**config.mk**
```make
export PLATFORM = sky130hd
export DESIGN_NAME = vm3_qslave_flat
export DESIGN_NICKNAME = d
export VERILOG_FILES = /design/src/rtl/vm3_qbus_pkg.sv /design/src/rtl/vm3_qslave_if.sv /design/src/rtl/vm3_qslave.sv /design/src/flat_wrapper.sv
export SDC_FILE = /design/constraint.sdc
export NUM_CORES = 1
export LEC_CHECK = 0
export CAP_MARGIN = 25
export CORE_ASPECT_RATIO = 0.9
export CORE_UTILIZATION = 44
export CTS_BUF_LIST = sky130_fd_sc_hd__clkbuf_16
export CTS_CLUSTER_SIZE = 8
export DETAILED_ROUTE_END_ITERATION = 16
export HOLD_SLACK_MARGIN = 0.06
export PLACE_DENSITY = 0.81
export SYNTH_ARGS = -nofsm -noshare
export SYNTH_HDL_FRONTEND = slang
export SYNTH_SLANG_ARGS = --single-unit
```
**constraint.sdc**
```tcl
create_clock -name pin_clk -period 2.3 [get_ports pin_clk]
set_clock_uncertainty 0.2 [all_clocks]
set_input_delay 0.23 -clock pin_clk [delete_from_list [all_inputs] [get_ports pin_clk]]
set_output_delay 0.23 -clock pin_clk [all_outputs]
set_load 0.05 [all_outputs]
```
**src/rtl/vm3_qbus_pkg.sv**
```systemverilog
// +--------------------------------------------------------------------+
// | vm3_qbus_pkg : shared Qbus constants and target state encoding     |
// | Rev 1.0                                                            |
// +--------------------------------------------------------------------+
`default_nettype none

package vm3_qbus_pkg;

  localparam logic [21:0] QBUS_IOPAGE_BASE = 22'o17760000;

  localparam logic [2:0] ST_IDLE   = 3'd0;
  localparam logic [2:0] ST_SKIP   = 3'd1;
  localparam logic [2:0] ST_ADDR   = 3'd2;
  localparam logic [2:0] ST_RD     = 3'd3;
  localparam logic [2:0] ST_RPLY_R = 3'd4;
  localparam logic [2:0] ST_WR     = 3'd5;
  localparam logic [2:0] ST_RPLY_W = 3'd6;

endpackage

`default_nettype wire

```
**src/rtl/vm3_qslave_if.sv**
```systemverilog
// +--------------------------------------------------------------------+
// | vm3_qslave_if : Qbus target lines plus its request/ack memory port |
// | Rev 1.0                                                            |
// +--------------------------------------------------------------------+
`default_nettype none

interface vm3_qslave_if #(
  parameter int ASIZE = 13
) ();
  logic             pin_init;
  logic [15:0]      pin_ad_in;
  logic [5:0]       pin_a_in;
  logic             pin_bs;
  logic             pin_sync;
  logic             pin_wtbt;
  logic             pin_din;
  logic             pin_dout;
  logic             pin_rply;
  logic [15:0]      pin_ad_out;
  logic             pin_ad_ena;
  logic             mem_req;
  logic             mem_we;
  logic [1:0]       mem_sel;
  logic [ASIZE-2:0] mem_addr;
  logic [15:0]      mem_wdata;
  logic [15:0]      mem_rdata;
  logic             mem_ack;

  modport slave (
    input  pin_init, pin_ad_in, pin_a_in, pin_bs, pin_sync, pin_wtbt,
           pin_din, pin_dout, mem_rdata, mem_ack,
    output pin_rply, pin_ad_out, pin_ad_ena, mem_req, mem_we, mem_sel,
           mem_addr, mem_wdata
  );

  modport master (
    output pin_init, pin_ad_in, pin_a_in, pin_bs, pin_sync, pin_wtbt,
           pin_din, pin_dout, mem_rdata, mem_ack,
    input  pin_rply, pin_ad_out, pin_ad_ena, mem_req, mem_we, mem_sel,
           mem_addr, mem_wdata
  );
endinterface

`default_nettype wire

```
**src/rtl/vm3_qslave.sv**
```systemverilog
// +--------------------------------------------------------------------+
// | vm3_qslave : synchronous Qbus target serving DATI/DATO(B)/DATIO    |
// | Rev 1.0                                                            |
// +--------------------------------------------------------------------+
`default_nettype none

module vm3_qslave
  import vm3_qbus_pkg::*;
#(
  parameter logic [21:0] BASE   = QBUS_IOPAGE_BASE,
  parameter int          ASIZE  = 13,
  parameter bit          IOPAGE = 1'b1,
  parameter int          WAIT   = 0
) (
  input  logic        pin_clk,
  input  logic        pin_dclo_n,
  vm3_qslave_if.slave bus
);

  localparam logic [3:0] C_WAIT = 4'(WAIT);

  logic [2:0]       state_q, state_d;
  logic             sync_q;
  logic [ASIZE-1:0] addr_q, addr_d;
  logic [3:0]       wcnt_q, wcnt_d;
  logic             ackf_q, ackf_d;
  logic             byte_q, byte_d;
  logic [15:0]      rdata_q, rdata_d;
  logic [15:0]      wdata_q, wdata_d;

  logic [21:0]      w_addr;
  logic             w_sel;
  logic             w_sync_rise;
  logic             w_busy;
  logic             w_take_ack;
  logic             w_wait_ok;
  logic             w_done;

  assign w_addr      = {bus.pin_a_in, bus.pin_ad_in};
  assign w_sel       = (w_addr[21:ASIZE] == BASE[21:ASIZE]) && (bus.pin_bs == IOPAGE);
  assign w_sync_rise = bus.pin_sync & ~sync_q;
  assign w_busy      = (state_q == ST_RD) || (state_q == ST_WR);
  assign w_take_ack  = w_busy & ~ackf_q & bus.mem_ack;
  // Written as count+1 > WAIT so the WAIT=0 case is not a constant compare.
  assign w_wait_ok   = ({1'b0, wcnt_q} + 5'd1) > {1'b0, C_WAIT};
  assign w_done      = (ackf_q | w_take_ack) & w_wait_ok;

  always_comb begin
    state_d = state_q;
    addr_d  = addr_q;
    ackf_d  = ackf_q;
    byte_d  = byte_q;
    rdata_d = rdata_q;
    wdata_d = wdata_q;
    wcnt_d  = 4'd0;

    case (state_q)
      ST_IDLE: begin
        if (w_sync_rise) begin
          addr_d  = w_addr[ASIZE-1:0];
          state_d = w_sel ? ST_ADDR : ST_SKIP;
        end
      end
      ST_ADDR: begin
        ackf_d = 1'b0;
        if (bus.pin_din) begin
          state_d = ST_RD;
        end else if (bus.pin_dout) begin
          state_d = ST_WR;
          wdata_d = bus.pin_ad_in;
          byte_d  = bus.pin_wtbt;
        end
      end
      ST_RD: begin
        if (w_take_ack) begin
          rdata_d = bus.mem_rdata;
          ackf_d  = 1'b1;
        end
        if (w_done) state_d = ST_RPLY_R;
      end
      ST_WR: begin
        if (w_take_ack) ackf_d = 1'b1;
        if (w_done) state_d = ST_RPLY_W;
      end
      ST_RPLY_R: if (!bus.pin_din)  state_d = ST_ADDR;
      ST_RPLY_W: if (!bus.pin_dout) state_d = ST_ADDR;
      default:   state_d = state_q;
    endcase

    if (w_busy) wcnt_d = (wcnt_q == 4'hF) ? wcnt_q : wcnt_q + 4'd1;

    // Bus init and a dropped SYNC both withdraw the transaction outright.
    if (bus.pin_init || !bus.pin_sync) begin
      state_d = ST_IDLE;
      ackf_d  = 1'b0;
    end
  end

  always_ff @(posedge pin_clk or negedge pin_dclo_n) begin
    if (!pin_dclo_n) begin
      state_q <= ST_IDLE;
      sync_q  <= 1'b0;
      addr_q  <= '0;
      wcnt_q  <= 4'd0;
      ackf_q  <= 1'b0;
      byte_q  <= 1'b0;
      rdata_q <= 16'd0;
      wdata_q <= 16'd0;
    end else begin
      state_q <= state_d;
      sync_q  <= bus.pin_sync;
      addr_q  <= addr_d;
      wcnt_q  <= wcnt_d;
      ackf_q  <= ackf_d;
      byte_q  <= byte_d;
      rdata_q <= rdata_d;
      wdata_q <= wdata_d;
    end
  end

  assign bus.pin_rply   = (state_q == ST_RPLY_R) || (state_q == ST_RPLY_W);
  assign bus.pin_ad_ena = (state_q == ST_RPLY_R);
  assign bus.pin_ad_out = (state_q == ST_RPLY_R) ? rdata_q : 16'd0;
  assign bus.mem_req    = w_busy & ~ackf_q;
  assign bus.mem_we     = (state_q == ST_WR);
  assign bus.mem_addr   = addr_q[ASIZE-1:1];
  assign bus.mem_wdata  = wdata_q;

  always_comb begin
    bus.mem_sel = 2'b00;
    if (state_q == ST_RD) begin
      bus.mem_sel = 2'b11;
    end else if (state_q == ST_WR) begin
      if (byte_q) bus.mem_sel = addr_q[0] ? 2'b10 : 2'b01;
      else        bus.mem_sel = 2'b11;
    end
  end

endmodule

`default_nettype wire
```
**src/flat_wrapper.sv**
```systemverilog
// flat-port wrapper written by rule: the top's interface ports become plain ports
module vm3_qslave_flat import vm3_qbus_pkg::*;
#(
  parameter logic [21:0] BASE   = QBUS_IOPAGE_BASE,
  parameter int          ASIZE  = 13,
  parameter bit          IOPAGE = 1'b1,
  parameter int          WAIT   = 0
)
  (pin_clk, pin_dclo_n, bus_pin_init, bus_pin_ad_in, bus_pin_a_in, bus_pin_bs, bus_pin_sync, bus_pin_wtbt, bus_pin_din, bus_pin_dout, bus_mem_rdata, bus_mem_ack, bus_pin_rply, bus_pin_ad_out, bus_pin_ad_ena, bus_mem_req, bus_mem_we, bus_mem_sel, bus_mem_addr, bus_mem_wdata);
  vm3_qslave_if #(.ASIZE(ASIZE)) bus_i ();
  input  logic pin_clk;
  input  logic pin_dclo_n;
  input wire logic [$bits(bus_i.pin_init)-1:0] bus_pin_init;
  input wire logic [$bits(bus_i.pin_ad_in)-1:0] bus_pin_ad_in;
  input wire logic [$bits(bus_i.pin_a_in)-1:0] bus_pin_a_in;
  input wire logic [$bits(bus_i.pin_bs)-1:0] bus_pin_bs;
  input wire logic [$bits(bus_i.pin_sync)-1:0] bus_pin_sync;
  input wire logic [$bits(bus_i.pin_wtbt)-1:0] bus_pin_wtbt;
  input wire logic [$bits(bus_i.pin_din)-1:0] bus_pin_din;
  input wire logic [$bits(bus_i.pin_dout)-1:0] bus_pin_dout;
  input wire logic [$bits(bus_i.mem_rdata)-1:0] bus_mem_rdata;
  input wire logic [$bits(bus_i.mem_ack)-1:0] bus_mem_ack;
  output wire logic [$bits(bus_i.pin_rply)-1:0] bus_pin_rply;
  output wire logic [$bits(bus_i.pin_ad_out)-1:0] bus_pin_ad_out;
  output wire logic [$bits(bus_i.pin_ad_ena)-1:0] bus_pin_ad_ena;
  output wire logic [$bits(bus_i.mem_req)-1:0] bus_mem_req;
  output wire logic [$bits(bus_i.mem_we)-1:0] bus_mem_we;
  output wire logic [$bits(bus_i.mem_sel)-1:0] bus_mem_sel;
  output wire logic [$bits(bus_i.mem_addr)-1:0] bus_mem_addr;
  output wire logic [$bits(bus_i.mem_wdata)-1:0] bus_mem_wdata;
  assign bus_i.pin_init = bus_pin_init;
  assign bus_i.pin_ad_in = bus_pin_ad_in;
  assign bus_i.pin_a_in = bus_pin_a_in;
  assign bus_i.pin_bs = bus_pin_bs;
  assign bus_i.pin_sync = bus_pin_sync;
  assign bus_i.pin_wtbt = bus_pin_wtbt;
  assign bus_i.pin_din = bus_pin_din;
  assign bus_i.pin_dout = bus_pin_dout;
  assign bus_i.mem_rdata = bus_mem_rdata;
  assign bus_i.mem_ack = bus_mem_ack;
  assign bus_pin_rply = bus_i.pin_rply;
  assign bus_pin_ad_out = bus_i.pin_ad_out;
  assign bus_pin_ad_ena = bus_i.pin_ad_ena;
  assign bus_mem_req = bus_i.mem_req;
  assign bus_mem_we = bus_i.mem_we;
  assign bus_mem_sel = bus_i.mem_sel;
  assign bus_mem_addr = bus_i.mem_addr;
  assign bus_mem_wdata = bus_i.mem_wdata;
  vm3_qslave #(.BASE(BASE), .ASIZE(ASIZE), .IOPAGE(IOPAGE), .WAIT(WAIT)) u_core (.pin_clk(pin_clk), .pin_dclo_n(pin_dclo_n), .bus(bus_i));
endmodule
```
==> impl_metrics.tcl <==
set metrics [dict create \
    drtIter0Drc 71 \
    grt_max_degree 56 \
    grt-ovfl-total 0 \
    top_usage_layer "met2" \
    synthAdderAreaFrac_pct 0.494 \
    synthMuxAreaShare_pct 21.2 \
    critPathMaxFanout 17 \
    place_congestion 0.791 \
    drive_gt1_share_pct 29.5 \
    tightest_slew_ns 0.691 \
    fin_setup_tns_ns 0 \
    power.total_mw 2.16 \
    period_share_pct 91.4 \
    cp.required_ns 1.87 \
    start_util_pct 46.8 \
    clk-insertion-delay-late_ns 0.28 \
    num_antenna_cells 0 \
    vias 1824 \
    cts_tree "built" \
    gr-usage-met1_pct 23.7 \
    yosysTopAreaCell "dfrtp_1" \
    ir_drop_mv 0.393 \
    postRouteAntennaNets 0 \
    hold_violations 0 \
    syn_nets 247 \
    grt_pass1_vias 1836 \
    dr.pass1.iters 4 \
    p_int_mw 1.59 \
    syn_inst 199 \
    p_leak_nw 1.74 \
    setup_viol 0 \
    hpwl_um 3870 \
    fin_nets 335 \
    status "completed" \
    ys.warnings.count 0 \
    multi_input_area_mm2 0.00101 \
    rsz0062_at_grt "false" \
    die_h_um 74.0 \
    rows 25 \
    async_flop_share_pct 100 \
    synth-xor-area-share_pct 0.692 \
    fmax_mhz 476 \
    synth_edf_count 0 \
    clk_path_buf_depth 2 \
    grt_pass1_wl_um 8670 \
    numPortBuffers 96 \
    synth_top_family_by_area "multiplexers" \
    viasPerCell 5.14 \
    start_kind "flop" \
    synth_area_mm2 0.00253 \
    grt_antenna_before_repair 0 \
    yosys_register_bits 55 \
    die_x_um 82.0 \
    seq_area_frac_synth_pct 54.3 \
    yosysUniqueCellTypes 38 \
    wirelength_um 5310 \
    combPwrFrac_pct 18.8 \
    synth_flop_cell "dfrtp_1" \
    synth_top_area_share_pct 54.3 \
    netSwitchingFraction_pct 26.5 \
    cts-root-buf "clkbuf_16" \
    final-seq-area_mm2 0.00138 \
    drt-wirelength-per-cell_um 14.9 \
    slew_viol_final 0 \
    place_ws_ns 0.286 \
    hold_class "in -> reg" \
    whs_ns 0.235 \
    fin_util_pct 70.1 \
    track_usage_pct 19.3 \
    worst_slack_ns 0.198 \
    ctsResizeCount 0 \
    clock-sinks 55 \
    pwr-share-seq_pct 48.2 \
    period_minus_slack_ns 2.10 \
    htreeDepth 2 \
    synth_simple_gate_area_share_pct 12.2 \
    synth.avg_cell_area_um2 12.7 \
    route.detailed.drc 0 \
    synth-compound-area-share_pct 5.39 \
    grtUsageMet2_pct 30.4 \
    core_mm2 0.00541 \
    power.density_mw_per_mm2 569 \
    max-cap-violations 0 \
    path_clk_slew_ns 0.07 \
    ios 97 \
    crit_type "reg -> out" \
    p_sw_mw 0.572 \
    crit_path_end_kind "output pin" \
    die-area_mm2 0.00606 \
    clockPowerShare_pct 33.0 \
    crit_arrival_ns 1.67 \
    area_growth_pct 49.8 \
    ys_top_cells_by_area "dfrtp_1 (54%), mux2_2 (20%), buf_4 (4.4%)" \
    relSlewSlack_pct 54.0 \
    met3_usage_pct 9.45 \
    cts_buffers 5 \
    fillerInstances 384 \
]
==> final timing paths <==
path	slack [ns]	start	cells past startpoint	end
setup / recovery	0.20	u_core.state_q[2]	5	bus_pin_ad_out[1]
hold / removal	0.23	bus_pin_sync	1	u_core.sync_q
setup reg to reg	0.30	u_core.state_q[2]	3	u_core.bus.mem_wdata[13]
hold reg to reg	0.30	u_core.rdata_q[10]	1	u_core.rdata_q[10]
max in group asynchronous	1.03	pin_dclo_n	3	u_core.rdata_q[13]
min in group asynchronous	0.41	pin_dclo_n	3	u_core.addr_q[10]
==> synthesized netlist by cell type, types with 3 or more instances <==
cell type	instances
dfrtp_1	55
mux2_2	46
and2_1	17
buf_4	15
nor2_1	9
nand2_1	8
o21ai_0	4
a21oi_1	3
clkbuf_1	3
nand3_1	3
nor2b_1	3
==> metrics by stage <==
step / instances / cell area [um^2]
2_1_floorplan: 199 / 2530
3_3_place_gp: 346 / 3640
5_1_grt: 355 / 3790
6_report: 355 / 3790
3_5_place_dp: 346 / 3640
4_1_cts: 355 / 3790
==> power groups by stage <==
stage / logic (mW) / registers (mW) / clock network (mW)
floorplan: 0.253 / 1.06 / 0
global placement: 0.402 / 1.06 / 0
detailed placement: 0.407 / 1.06 / 0
CTS: 0.410 / 1.04 / 0.729
global route: 0.428 / 1.04 / 0.764
finish: 0.406 / 1.04 / 0.714
==> critical path: stages (launching register included) <==
cell and delay, ns:
dfrtp_1 0.55, nand2b_1 0.15, nor2_1 0.11, buf_4 0.21, and2_1 0.21, buf_12 0.15
==> cells in the final DEF (no fill, tap or decap), types with 2 or more instances in the layout <==
cell,count
nor2_1,9
buf_4,7
o21a_1,2
buf_12,19
clkbuf_16,5
nand4_1,2
o31ai_1,2
dfrtp_1,55
a21oi_1,3
and2_1,17
nand2_1,8
nand3_1,3
inv_1,3
nor3_1,2
nor2b_1,3
mux2i_1,2
clkdlybuf4s50_1,73
mux2_2,46
o211a_1,2
o21ai_0,4
==> sequential cells by signal, indices dropped and copies added, names as in the netlist <==
signal and count:
u_core.byte_q 1, u_core.state_q 3, u_core.sync_q 1, u_core.rdata_q 16, u_core.ackf_q 1, u_core.bus.mem_wdata 16
u_core.wcnt_q 4, u_core.addr_q 13
==> cell families after synthesis <==
group | count (synthesis)
AOI/OAI and AO/OA | 19
xor gates and xnor gates | 2
adders and majority gates | 1
buffers and inverters | 21
DFF | 55
muxes | 48
and+or+nand+nor | 53
==> cell type report <==
class                   count  share of cell area, %
clock inverters             3                  0.330
well taps                  67                   2.21
multi-input cells         123                   26.7
inverters                   1                 0.0990
flip-flops and latches     55                   36.3
repair buffers            101                   31.1
clock buffers               5                   3.30
==> metal layers <==
metal / share of wire [%] / vias to the layer above
li1: - / 861
met1: 42 / 883
met2: 46 / 74
met3: 11 / 6
met4: 0.90 / 0
met5: 0 / -
==> repair_timing <==
action	CTS	global route
endpoints found under the hold margin	55	0
buffers inserted	0	0
hold buffers	1	0
No activity file was read; power rests on OpenSTA's default activity.
